[config.mk]
export PLATFORM = sky130hd
export DESIGN_NAME = inst_fetch_flat
export DESIGN_NICKNAME = d
export VERILOG_FILES = /design/src/rtl/inst_fetch_if.sv /design/src/rtl/inst_fetch.sv /design/src/flat_wrapper.sv
export SDC_FILE = /design/constraint.sdc
export NUM_CORES = 1
export LEC_CHECK = 0
export BUFFER_PORTS_ARGS = -buffer_cell sky130_fd_sc_hd__buf_2
export CORE_MARGIN = 3
export CORE_UTILIZATION = 60
export DETAILED_ROUTE_END_ITERATION = 7
export PLACE_DENSITY = 0.86
export SLEW_MARGIN = 30
export SYNTH_ARGS = -nofsm -noshare
export SYNTH_HDL_FRONTEND = slang
export SYNTH_SLANG_ARGS = --single-unit
[constraint.sdc]
create_clock -name clk -period 5.3 [get_ports clk]
set_input_delay 0.265 -clock clk [delete_from_list [all_inputs] [get_ports clk]]
set_output_delay 0.265 -clock clk [all_outputs]
set_load 0.01 [all_outputs]
[src/rtl/inst_fetch_if.sv]
// inst_fetch_if: fetch-stage bus bundle (pipeline control, byte memory port, IF/ID output).
// master = fetch stage, slave = pipeline/memory side.
interface inst_fetch_if;
  logic        rdy;
  logic [31:0] pc_i;
  logic [5:0]  stall_sign;
  logic        branch_enable_i;
  logic        mem_req_o;
  logic        mem_grant_i;
  logic [31:0] mem_addr_o;
  logic [7:0]  mem_data_i;
  logic [31:0] inst_o;
  logic [31:0] inst_pc_o;
  logic        inst_valid_o;
  logic        stall_req_o;
  modport master (
    input  rdy, pc_i, stall_sign, branch_enable_i, mem_grant_i, mem_data_i,
    output mem_req_o, mem_addr_o, inst_o, inst_pc_o, inst_valid_o, stall_req_o
  );
  modport slave (
    output rdy, pc_i, stall_sign, branch_enable_i, mem_grant_i, mem_data_i,
    input  mem_req_o, mem_addr_o, inst_o, inst_pc_o, inst_valid_o, stall_req_o
  );
endinterface

[src/rtl/inst_fetch.sv]
// inst_fetch: RV32I fetch stage assembling each instruction from four byte reads.
// Define IF_ICACHE_EN for a 16-entry direct-mapped instruction cache.
module inst_fetch (
  input logic          clk,
  input logic          rst,
  inst_fetch_if.master bus
);
  typedef enum logic [2:0] {S_IDLE, S_WAIT, S_RD0, S_RD1, S_RD2, S_RD3, S_RD4, S_DONE} state_t;
  state_t      r_state;
  logic [31:0] r_fetch_pc, r_inst, r_inst_pc, r_addr;
  logic [23:0] r_bytes;
  logic        r_req, r_valid;
  logic        w_hit;
  logic [31:0] w_hit_inst;
  logic        w_unused;
  assign w_unused = ^{bus.stall_sign[5:2], bus.stall_sign[0]};
`ifdef IF_ICACHE_EN
  logic [25:0] r_tag [16];
  logic [31:0] r_data [16];
  logic [15:0] r_cv;
  logic [3:0]  w_idx, w_fidx;
  logic        w_fill;
  assign w_idx      = bus.pc_i[5:2];
  assign w_fidx     = r_fetch_pc[5:2];
  assign w_hit      = r_cv[w_idx] && r_tag[w_idx] == bus.pc_i[31:6];
  assign w_hit_inst = r_data[w_idx];
  // A redirect in RD4 discards the fetch, so it must not fill either.
  assign w_fill     = bus.rdy && !bus.branch_enable_i && r_state == S_RD4;
  always_ff @(posedge clk or negedge rst)
    if (!rst) r_cv <= '0;
    else if (w_fill) r_cv[w_fidx] <= 1'b1;
  always_ff @(posedge clk)
    if (w_fill) begin
      r_tag[w_fidx]  <= r_fetch_pc[31:6];
      r_data[w_fidx] <= {bus.mem_data_i, r_bytes};
    end
`else
  assign w_hit      = 1'b0;
  assign w_hit_inst = '0;
`endif
  // Bytes shift in from the top, so after RD3 r_bytes holds {b2, b1, b0}.
  always_ff @(posedge clk or negedge rst) begin
    if (!rst) begin
      r_state    <= S_IDLE;
      r_fetch_pc <= '0;
      r_bytes    <= '0;
      r_inst     <= '0;
      r_inst_pc  <= '0;
      r_addr     <= '0;
      r_req      <= 1'b0;
      r_valid    <= 1'b0;
    end else if (bus.branch_enable_i) begin
      r_state <= S_IDLE;
      r_req   <= 1'b0;
      r_addr  <= '0;
      r_valid <= 1'b0;
    end else if (bus.rdy) begin
      case (r_state)
        S_IDLE:
          if (w_hit) begin
            r_inst    <= w_hit_inst;
            r_inst_pc <= bus.pc_i;
            r_valid   <= 1'b1;
            r_state   <= S_DONE;
          end else begin
            r_fetch_pc <= bus.pc_i;
            r_req      <= 1'b1;
            r_state    <= S_WAIT;
          end
        S_WAIT:
          if (bus.mem_grant_i) begin
            r_addr  <= r_fetch_pc;
            r_state <= S_RD0;
          end
        S_RD0: begin
          r_addr  <= r_fetch_pc + 32'd1;
          r_state <= S_RD1;
        end
        S_RD1: begin
          r_bytes <= {bus.mem_data_i, r_bytes[23:8]};
          r_addr  <= r_fetch_pc + 32'd2;
          r_state <= S_RD2;
        end
        S_RD2: begin
          r_bytes <= {bus.mem_data_i, r_bytes[23:8]};
          r_addr  <= r_fetch_pc + 32'd3;
          r_state <= S_RD3;
        end
        S_RD3: begin
          r_bytes <= {bus.mem_data_i, r_bytes[23:8]};
          r_addr  <= '0;
          r_req   <= 1'b0;
          r_state <= S_RD4;
        end
        S_RD4: begin
          r_inst    <= {bus.mem_data_i, r_bytes};
          r_inst_pc <= r_fetch_pc;
          r_valid   <= 1'b1;
          r_state   <= S_DONE;
        end
        S_DONE:
          if (!bus.stall_sign[1]) begin
            r_valid <= 1'b0;
            r_state <= S_IDLE;
          end
      endcase
    end
  end
  assign bus.mem_req_o    = r_req;
  assign bus.mem_addr_o   = r_addr;
  assign bus.inst_o       = r_inst;
  assign bus.inst_pc_o    = r_inst_pc;
  assign bus.inst_valid_o = r_valid;
  assign bus.stall_req_o  = r_state != S_DONE;
endmodule

[src/flat_wrapper.sv]
// flat-port wrapper written by rule: the top's interface ports become plain ports
module inst_fetch_flat 
  (clk, rst, bus_rdy, bus_pc_i, bus_stall_sign, bus_branch_enable_i, bus_mem_grant_i, bus_mem_data_i, bus_mem_req_o, bus_mem_addr_o, bus_inst_o, bus_inst_pc_o, bus_inst_valid_o, bus_stall_req_o);
  inst_fetch_if bus_i ();
  input logic clk;
  input logic rst;
  input wire logic [$bits(bus_i.rdy)-1:0] bus_rdy;
  input wire logic [$bits(bus_i.pc_i)-1:0] bus_pc_i;
  input wire logic [$bits(bus_i.stall_sign)-1:0] bus_stall_sign;
  input wire logic [$bits(bus_i.branch_enable_i)-1:0] bus_branch_enable_i;
  input wire logic [$bits(bus_i.mem_grant_i)-1:0] bus_mem_grant_i;
  input wire logic [$bits(bus_i.mem_data_i)-1:0] bus_mem_data_i;
  output wire logic [$bits(bus_i.mem_req_o)-1:0] bus_mem_req_o;
  output wire logic [$bits(bus_i.mem_addr_o)-1:0] bus_mem_addr_o;
  output wire logic [$bits(bus_i.inst_o)-1:0] bus_inst_o;
  output wire logic [$bits(bus_i.inst_pc_o)-1:0] bus_inst_pc_o;
  output wire logic [$bits(bus_i.inst_valid_o)-1:0] bus_inst_valid_o;
  output wire logic [$bits(bus_i.stall_req_o)-1:0] bus_stall_req_o;
  assign bus_i.rdy = bus_rdy;
  assign bus_i.pc_i = bus_pc_i;
  assign bus_i.stall_sign = bus_stall_sign;
  assign bus_i.branch_enable_i = bus_branch_enable_i;
  assign bus_i.mem_grant_i = bus_mem_grant_i;
  assign bus_i.mem_data_i = bus_mem_data_i;
  assign bus_mem_req_o = bus_i.mem_req_o;
  assign bus_mem_addr_o = bus_i.mem_addr_o;
  assign bus_inst_o = bus_i.inst_o;
  assign bus_inst_pc_o = bus_i.inst_pc_o;
  assign bus_inst_valid_o = bus_i.inst_valid_o;
  assign bus_stall_req_o = bus_i.stall_req_o;
  inst_fetch u_core (.clk(clk), .rst(rst), .bus(bus_i));
endmodule
==> impl_metrics.py, run 1 <==
metrics = {
    "status": {
        "status": "finished, final reports clean",
    },
    "clock_network": {
        "htree_levels": 4,
        "clk_pin_slew_ns": 0.07,
        "numCtsBuffers": 17,
        "clock_latency_ns": 0.43,
        "cts_tree": "built",
        "clock_sinks": 157,
        "root_buffer": "clkbuf_16",
        "cts_resized": 0,
        "cts_max_path_buffers": 2,
    },
    "setup_path": {
        "crit_start": "u_core.r_state[2]$_DFFE_PN0P_",
        "r2r_start": "u_core.r_state[2]$_DFFE_PN0P_",
        "worstSetupEndpoint": "u_core.bus.mem_addr_o[20]$_DFFE_PN0P_",
        "crit_arrival_ns": 3.57,
        "worst_r2r_endpoint": "u_core.bus.mem_addr_o[20]$_DFFE_PN0P_",
        "critPathMaxFanout": 23,
        "r2r_slack_ns": 2.04,
        "crit_type": "reg2reg",
        "start_kind": "flip-flop",
        "ff2ff_path_depth": 8,
        "worstPathRequired_ns": 5.61,
        "crit_path_end_kind": "flip-flop",
    },
    "synth": {
        "synth_edf_count": 0,
        "synthMuxAreaShare_pct": 17.2,
        "synth_top_family_by_area": "multiplexers",
        "synth-main-ff-cell": "dfrtp_1",
        "yosys.area_share.simple_pct": 13.3,
        "ys_seq_area_share_pct": 51.9,
        "synth_nets": 728,
        "synth_warnings": 0,
        "synth_compound_area_share_pct": 12.1,
        "syn_area_per_cell_um2": 11.3,
        "ys_seq_elements": 157,
        "async_flop_share_pct": 100,
        "synth_area_um2": 7570,
        "synth_adder_area_share_pct": 1.42,
        "ys_types": 64,
        "synth_cells": 669,
        "synth-xor-area-share_pct": 1.04,
    },
    "grt": {
        "antenna_found_initial": 0,
        "grt.overflow.total": 0,
        "grt_max_degree": 96,
        "grt_pass1_vias": 6091,
        "grtUsageTotal_pct": 30.4,
        "grt_pass1_wl_mm": 33.4,
    },
    "sta": {
        "worstMarginPinSlew_ns": 0.927,
        "max-slew-margin-rel_pct": 38.1,
        "rsz0062_at_grt": "no",
        "max_freq_mhz": 307,
        "finalSetupViolCount": 0,
        "finalHoldViolations": 0,
        "setup_tns_ns": 0,
        "finalCriticalPeriod_ns": 3.26,
        "finalCritPeriodShare_pct": 61.5,
        "slew_viol_final": 0,
        "clock_skew_ns": 0.00666,
    },
    "final_layout": {
        "nets": 855,
        "drive_gt1_share_pct": 32.6,
        "antenna_cells": 0,
        "final_util_pct": 73.7,
        "area_delta_synth_final_pct": 18.4,
        "n_fill_cell": 864,
    },
    "detailed_routing": {
        "wl_mm": 20.8,
        "final_antenna_net_count": 0,
        "drt_iter0_drc": 596,
        "viasPerCell": 6.23,
        "vias": 6082,
        "post-route-drc-count": 0,
        "drtPass1Iterations": 7,
        "drt-wirelength-per-cell_um": 21.3,
    },
    "min_path": {
        "min_path_type": "in2reg",
    },
    "place": {
        "hpwl_mm": 14.5,
        "gp_congestion": 0.999,
        "portBuffers": 144,
    },
    "flow_run": {
        "maxCapViolations": 0,
    },
    "floorplanning": {
        "io_pins": 150,
        "fp.coreArea_um2": 12200,
        "row_count": 40,
        "start_util_pct": 62.2,
        "fp.dieW_um": 118,
        "die_area_um2": 14000,
        "fp.dieH_um": 118,
    },
    "power_and_ir_drop": {
        "power_density_nw_per_um2": 358,
        "p_leak_uw": 0.00440,
        "ir_drop_uv": 305,
    },
}
worst min path at each step:
stage | startpoint | endpoint | slack [ns] | cells after the start
3_3_place_gp | rst | u_core.bus.mem_addr_o[16]$_DFFE_PN0P_ | 0.37 | 1
2_1_floorplan | rst | u_core.bus.inst_o[0]$_DFFE_PN0P_ | -0.03 | 0
3_5_place_dp | rst | u_core.bus.mem_addr_o[16]$_DFFE_PN0P_ | 0.39 | 1
6_report | bus_pc_i[28] | u_core.r_fetch_pc[28]$_DFFE_PN0P_ | 0.04 | 3
4_1_cts | bus_pc_i[28] | u_core.r_fetch_pc[28]$_DFFE_PN0P_ | 0.04 | 3
5_1_grt | bus_mem_data_i[1] | u_core.r_bytes[17]$_DFFE_PN0P_ | 0.07 | 2
cell usage after synthesis (11+ instances only):
cell / count / share of area, %
a31oi_1: 13 / 1.1
o21ai_0: 31 / 2.0
nand4_1: 18 / 1.5
dfrtp_1: 157 / 52
nor2_1: 27 / 1.3
buf_2: 24 / 1.6
nand3_1: 19 / 1.3
clkbuf_1: 13 / 0.64
nand2_1: 62 / 3.1
a21oi_1: 30 / 2.0
mux2_1: 50 / 7.4
mux2_2: 65 / 9.7
o21ai_1: 19 / 1.3
nor3_1: 11 / 0.73
kinds of logic (layout without fill, tap and decap cells):
kind of cell,after synthesis,after routing
compound gates,142,142
buf+inv,51,191
flops,157,157
fa+ha+maj,8,8
xor+xnor,9,9
simple gates,186,186
mux,116,116
stage by stage:
stage                     instances  worst slack [ns]  hold WS, ns  power, uW  area, um2
after floorplan                 669              2.80      -0.0306       1820       7570
after global placement          943              2.18        0.372       2030       8360
after detailed placement        943              2.14        0.393       2060       8360
after CTS                       976              2.10       0.0360       3210       8930
after global routing            977              1.91       0.0654       3340       8960
final                           977              2.04       0.0397       3210       8960
layout make-up:
cell class,count,area (um2),share of cell area [%]
tap,168,210,2.35
clock inverter,12,104,1.16
multi-input combinational,461,3430,38.3
inverter,6,22.5,0.251
clock buffer,20,457,5.09
sequential,157,3930,43.8
timing repair buffer,153,810,9.03
layer usage:
metal | vias up | GRT usage, % | part of all wire [%]
li1 | 2727 | - | -
met1 | 3030 | 42.1 | 43
met2 | 274 | 47.0 | 46
met3 | 51 | 7.61 | 8.3
met4 | 0 | 11.0 | 2.8
met5 | - | 0 | 0
sequential cells by signal (all words and copies together) (netlist names):
name and count:
u_core.bus.inst_o 32, u_core.bus.inst_pc_o 32, u_core.bus.mem_addr_o 32, u_core.r_fetch_pc 32, u_core.r_bytes 24, u_core.r_state 3, u_core.bus.inst_valid_o 1, u_core.bus.mem_req_o 1
where the power goes:
group | internal [uW] | switching [uW]
combinational | 211 | 290
sequential | 1330 | 230
clock | 637 | 517
total | 2170 | 1040
cells in the final DEF, fill, tap and decap left out, drive strengths merged, types with 3 or more instances in the layout:
master,instances
a21oi,30
a221o,3
a22o,7
a22oi,4
a31oi,14
and2,4
and3,6
and4,6
buf,152
clkbuf,20
clkinv,6
dfrtp,157
ha,7
inv,11
mux2,115
nand2,62
nand2b,5
nand3,19
nand4,20
nor2,27
nor2b,4
nor3,12
nor4,13
o211ai,5
o21ai,50
o31ai,5
xnor2,5
xor2,4
worst max-delay path, stage by stage, from the launching register on:
cell and delay (ns):
dfrtp_1 0.90, and2_1 0.30, fa_1 0.25, nand3_1 0.31, nor4_2 0.69, a21oi_1 0.15
o21ai_1 0.15, a21oi_1 0.08, a221o_1 0.30
timing repair:
item / 4_1_cts / 5_1_grt
hold buffers: 1 / 0
setup buffers: 0 / 0
endpoints found under the hold margin: 94 / 0
Note: power is estimated with default switching activity, not from simulation.
==> run 2: changes to the inputs <==
- CORE_UTILIZATION: 60 -> 55
- PLACE_DENSITY: 0.86 -> 0.8
- clock period: 5.3 -> 3.1 ns (I/O delays scaled with it)
==> run 2 against run 1 <==
- largest power group unchanged
- sequential share of layout area decreased by 2.2 points
- utilization down 3.0 points
- worst hold slack gained 0.048 ns
- clock skew rose by 0.00095 ns
- cell count rose by 5.8%
- combinational power rose by 89%
- critical path type unchanged
- first-iteration DRC count rose by 19%
- sequential power up 69%
- setup slack lost 1.7 ns
==> impl_metrics.py, run 2 (same netlist as run 1, synthesis figures left out) <==
metrics = {
    "clock_network": {
        "root_buffer": "clkbuf_16",
        "clock_sinks": 157,
        "htree_levels": 4,
        "clk_pin_slew_ns": 0.07,
        "clock_latency_ns": 0.43,
        "cts_resized": 0,
        "cts_setup_buffers": 0,
        "holdBufCountCts": 40,
        "cts_max_path_buffers": 2,
        "cts_tree": "built",
        "numCtsBuffers": 17,
    },
    "detailed_routing": {
        "final_antenna_net_count": 0,
        "vias": 6234,
        "viasPerCell": 6.03,
        "drt-wirelength-per-cell_um": 20.9,
        "drt_iter0_drc": 711,
        "wl_mm": 21.7,
        "post-route-drc-count": 0,
        "drtPass1Iterations": 5,
    },
    "setup_path": {
        "worst_r2r_endpoint": "u_core.bus.mem_addr_o[16]$_DFFE_PN0P_",
        "ff2ff_path_depth": 10,
        "crit_type": "reg2reg",
        "crit_chain": "inv_1 -> ha_1 -> and2_1 -> fa_1 -> nand3_1 -> o22ai_1 -> and3b_1 -> a21oi_1 -> a31oi_1 -> a22o_1",
        "crit_path_end_kind": "flip-flop",
        "r2r_start": "u_core.r_state[0]$_DFFE_PN0P_",
        "r2r_slack_ns": 0.33,
        "worstPathRequired_ns": 3.41,
        "critPathMaxStageDelay_ns": 0.44,
        "critPathMaxFanout": 7,
        "crit_slowest_cell": "fa_1",
        "crit_start": "u_core.r_state[0]$_DFFE_PN0P_",
        "cp.buffers_inverters": 1,
        "crit_arrival_ns": 3.09,
        "critPathTopFamily": "simple AND/OR/NAND/NOR gates",
        "start_kind": "flip-flop",
    },
    "floorplanning": {
        "io_pins": 150,
        "die_area_um2": 15200,
        "fp.dieH_um": 123,
        "start_util_pct": 56.7,
        "row_count": 42,
        "fp.dieW_um": 123,
        "fp.coreArea_um2": 13300,
    },
    "power_and_ir_drop": {
        "ir_drop_uv": 421,
        "swShare_pct": 32.7,
        "p_leak_uw": 0.00461,
        "p_clk_share_pct": 35.6,
        "p_int_uw": 3740,
        "p_sw_uw": 1820,
        "combPwrFrac_pct": 17.0,
        "p_seq_share_pct": 47.4,
        "power_density_nw_per_um2": 590,
    },
    "grt": {
        "grt.overflow.total": 0,
        "grt_pass1_vias": 6367,
        "grt_pass1_wl_mm": 34.6,
        "grt_max_degree": 86,
        "antenna_found_initial": 0,
        "grtUsageTotal_pct": 30.0,
    },
    "sta": {
        "setup_tns_ns": 0,
        "max_freq_mhz": 360,
        "clock_skew_ns": 0.00762,
        "rsz0062_at_grt": "no",
        "slew_viol_final": 0,
        "worstMarginPinSlew_ns": 0.962,
        "layout_setup_ws_ns": 0.326,
        "finalCriticalPeriod_ns": 2.77,
        "finalCritPeriodShare_pct": 89.5,
        "max-slew-margin-rel_pct": 35.9,
        "finalSetupViolCount": 0,
        "finalHoldViolations": 0,
    },
    "final_layout": {
        "seq_area_um2": 3930,
        "multi_input_comb_area_um2": 3430,
        "final_cell_mix": "157 x dfrtp_1, 143 x buf_2, 65 x mux2_2",
        "mostFrequentLayoutCell": "dfrtp_1",
        "area_delta_synth_final_pct": 24.6,
        "n_fill_cell": 931,
        "antenna_cells": 0,
        "nets": 904,
        "drive_gt1_share_pct": 31.7,
    },
    "min_path": {
        "hp-start": "bus_branch_enable_i",
        "min_path_cells": 2,
        "min_path_type": "in2reg",
        "hold_end": "u_core.bus.mem_req_o$_DFFE_PN0P_",
    },
    "place": {
        "portBuffers": 144,
        "dp_slack_ns": 0.441,
        "gp_congestion": 1.00,
        "hpwl_mm": 14.7,
    },
    "flow_run": {
        "maxCapViolations": 0,
    },
    "status": {
        "status": "finished, final reports clean",
    },
}
## run 2: cell type report
type	count	share of cell area, %
Sequential cell	157	41.7
Clock buffer	18	4.55
Timing Repair Buffer	202	13.5
Tap cell	176	2.33
Multi-Input combinational cell	461	36.3
Clock inverter	14	1.37
Inverter	6	0.239
## run 2: how the worst max path moves through the flow
stage | endpoint | cells past startpoint | slack [ns]
2_1_floorplan | u_core.bus.mem_addr_o[24]$_DFFE_PN0P_ | 10 | 0.60
3_3_place_gp | u_core.bus.mem_addr_o[16]$_DFFE_PN0P_ | 10 | 0.55
3_5_place_dp | u_core.bus.mem_addr_o[16]$_DFFE_PN0P_ | 10 | 0.44
4_1_cts | u_core.bus.mem_addr_o[16]$_DFFE_PN0P_ | 10 | 0.40
5_1_grt | u_core.bus.mem_addr_o[16]$_DFFE_PN0P_ | 10 | 0.16
6_report | u_core.bus.mem_addr_o[16]$_DFFE_PN0P_ | 10 | 0.33
## run 2: metal layers
metal  GRT usage [%]  vias to the layer above  routed length (um)
met5               0                        -                   0
met4            9.69                        0                 433
met3            8.10                       36                2070
met2            47.0                      292               10400
met1            41.0                     3071                8750
li1                -                     2835                   -
## run 2: through the flow
step                      cell area, um2  power, uW  util [%]  hold slack (ns)  cells
after floorplan                     7570       3120         -           -0.141    669
after global placement              8460       3490      63.4            0.265    961
after global routing                9430       5800      70.7           0.0916   1034
after CTS                           9420       5550      70.6          0.00117   1033
after detailed placement            8460       3540      63.4            0.278    961
final                               9430       5560      70.7           0.0876   1034
## run 2: power by group through the flow
| stage | Clock, uW | Sequential (uW) | Combinational, uW |
|---|---|---|---|
| global route | 2100 | 2670 | 1040 |
| detailed placement | 0 | 2650 | 887 |
| floorplan | 0 | 2480 | 640 |
| global placement | 0 | 2630 | 853 |
| finish | 1980 | 2640 | 947 |
| CTS | 1990 | 2620 | 935 |
==> run 3: changes to the inputs <==
- GPL_ROUTABILITY_DRIVEN: unset -> 0
- clock period: 3.1 -> 2.7 ns (I/O delays scaled with it)
==> run 3 against run 2 <==
- the run now ends with DRC left
- cell count up 0.58%
- utilization up 0.48 points
- via count rose by 1.2%
- design area up 0.68%
- global-route usage shrank 2.1 points
- combinational power rose by 19%
- setup slack worse by 0.22 ns
- worst hold slack lost 0.020 ns
- first-iteration DRC count fell by 8.3%
- fmax grew 7.1%
- clock power up 12%
- critical endpoint is now u_core.bus.mem_addr_o[25]$_DFFE_PN0P_
==> impl_metrics.py, run 3 (same netlist as run 1, synthesis figures left out) <==
metrics = {
    "power_and_ir_drop": {
        "p_leak_uw": 0.00464,
        "design_power_total_uw": 6340,
        "power_density_nw_per_um2": 668,
        "ir_drop_uv": 525,
    },
    "grt": {
        "grt_max_degree": 79,
        "grtUsageTotal_pct": 27.9,
        "antenna_found_initial": 0,
        "grt_pass1_wl_mm": 32.9,
        "grt_pass1_vias": 6502,
        "grt.overflow.total": 0,
    },
    "final_layout": {
        "drive_gt1_share_pct": 32.3,
        "final_cell_mix": "157 x dfrtp_1, 143 x buf_2, 65 x mux2_2",
        "antenna_cells": 0,
        "nets": 910,
        "n_fill_cell": 949,
        "area_delta_synth_final_pct": 25.5,
        "mostFrequentLayoutCell": "dfrtp_1",
        "final_util_pct": 71.1,
    },
    "floorplanning": {
        "fp.dieH_um": 123,
        "fp.coreArea_um2": 13300,
        "io_pins": 150,
        "fp.dieW_um": 123,
        "die_area_um2": 15200,
        "row_count": 42,
        "start_util_pct": 56.7,
    },
    "sta": {
        "clock_skew_ns": 0.00863,
        "finalSetupViolCount": 0,
        "finalCriticalPeriod_ns": 2.59,
        "finalHoldViolations": 0,
        "finalCritPeriodShare_pct": 95.9,
        "max_freq_mhz": 386,
        "max-slew-margin-rel_pct": 51.3,
        "rsz0062_at_grt": "yes",
        "slew_viol_final": 0,
        "worstMarginPinSlew_ns": 0.727,
    },
    "clock_network": {
        "clk_pin_slew_ns": 0.06,
        "cts_tree": "built",
        "clock_latency_ns": 0.42,
        "cts_max_path_buffers": 2,
        "numCtsBuffers": 17,
        "htree_levels": 4,
        "clock_sinks": 157,
        "root_buffer": "clkbuf_16",
    },
    "place": {
        "portBuffers": 144,
        "hpwl_mm": 14.4,
    },
    "setup_path": {
        "critPathMaxStageDelay_ns": 0.41,
        "crit_type": "reg2reg",
        "crit_slowest_cell": "dfrtp_1",
        "crit_path_end_kind": "flip-flop",
        "crit_arrival_ns": 2.88,
        "r2r_slack_ns": 0.11,
        "worstPathRequired_ns": 2.99,
        "crit_chain": "inv_1 -> ha_1 -> and2_1 -> ha_1 -> a21oi_1 -> buf_4 -> nor4_2 -> a21oi_1 -> nor3_1 -> o31ai_1",
        "start_kind": "flip-flop",
        "critPathMaxFanout": 5,
    },
    "flow_run": {
        "maxCapViolations": 0,
    },
    "detailed_routing": {
        "post-route-drc-count": 1,
        "final_antenna_net_count": 0,
        "drt_iter0_drc": 652,
        "vias": 6311,
        "viasPerCell": 6.07,
        "drtPass1Iterations": 8,
        "drt-wirelength-per-cell_um": 19.8,
        "wl_mm": 20.6,
    },
    "min_path": {
        "min_path_type": "in2reg",
    },
    "status": {
        "status": "finished with violations",
        "violations": "DRC",
    },
}
[run 3: cell types whose count changed in the layout (fill, tap and decap cells not counted), sizes merged]
| cell | delta |
|---|---|
| clkbuf | +1 |
| buf | +6 |
| inv | -2 |
| clkinvlp | +3 |
| clkinv | -2 |
[run 3: final timing paths]
path | startpoint | endpoint | cells after the start
worst max register to register | u_core.r_state[0]$_DFFE_PN0P_ | u_core.bus.mem_addr_o[25]$_DFFE_PN0P_ | 10
worst max-delay path | u_core.r_state[0]$_DFFE_PN0P_ | u_core.bus.mem_addr_o[25]$_DFFE_PN0P_ | 10
worst min-delay path | bus_branch_enable_i | u_core.bus.mem_req_o$_DFFE_PN0P_ | 2
min in group asynchronous | rst | u_core.bus.inst_o[6]$_DFFE_PN0P_ | 2
max in group asynchronous | rst | u_core.bus.inst_o[21]$_DFFE_PN0P_ | 3
worst min register to register | u_core.bus.mem_addr_o[1]$_DFFE_PN0P_ | u_core.bus.mem_addr_o[1]$_DFFE_PN0P_ | 2
[run 3: timing repair]
item	in CTS	in global routing
hold buffers	41	0
gates resized for setup	0	3
hold endpoints to repair	124	0
setup buffers	0	0
setup endpoints to repair	0	8
[run 3: cell type report]
cell class	count	area, um2	area share (%)
clock inverters	13	104	1.09
repair buffers	208	1340	14.1
multi-input cells	461	3440	36.3
well taps	176	220	2.32
flip-flops and latches	157	3930	41.4
inverters	6	22.5	0.237
clock buffers	19	443	4.66
[run 3: through the flow]
| step | hold WS, ns | setup TNS, ns | cells | worst slack (ns) | area (um2) |
|---|---|---|---|---|---|
| after detailed placement | 0.215 | 0 | 967 | 0.0627 | 8520 |
| after global routing | 0.0770 | -0.00242 | 1040 | -0.00126 | 9500 |
| after floorplan | -0.161 | 0 | 669 | 0.204 | 7570 |
| after global placement | 0.203 | 0 | 967 | 0.210 | 8520 |
| after CTS | 0.0532 | 0 | 1040 | 0.0604 | 9480 |
| final | 0.0680 | 0 | 1040 | 0.111 | 9500 |
[run 3: where the power goes]
part           switching [uW]  leakage (uW)  internal [uW]
Combinational             637       0.00228            489
Clock                     998      0.000260           1220
Sequential                394       0.00210           2600
Total                    2030       0.00464           4310
[run 3: per-layer routing]
| layer | vias up | wire (um) | GRT usage [%] |
|---|---|---|---|
| li1 | 2834 | - | - |
| met1 | 3022 | 7880 | 34.4 |
| met2 | 373 | 9870 | 45.5 |
| met3 | 82 | 2220 | 9.42 |
| met4 | 0 | 651 | 11.1 |
| met5 | - | 0 | 0 |
[run 3: critical path, delay by kind of cell, from the launching register on]
kind / cells / cell delay [ns]
DFF: 1 / 0.41
and+or+nand+nor: 3 / 0.90
AOI/OAI and AO/OA: 3 / 0.37
buffers and inverters: 2 / 0.28
adders and majority gates: 2 / 0.50
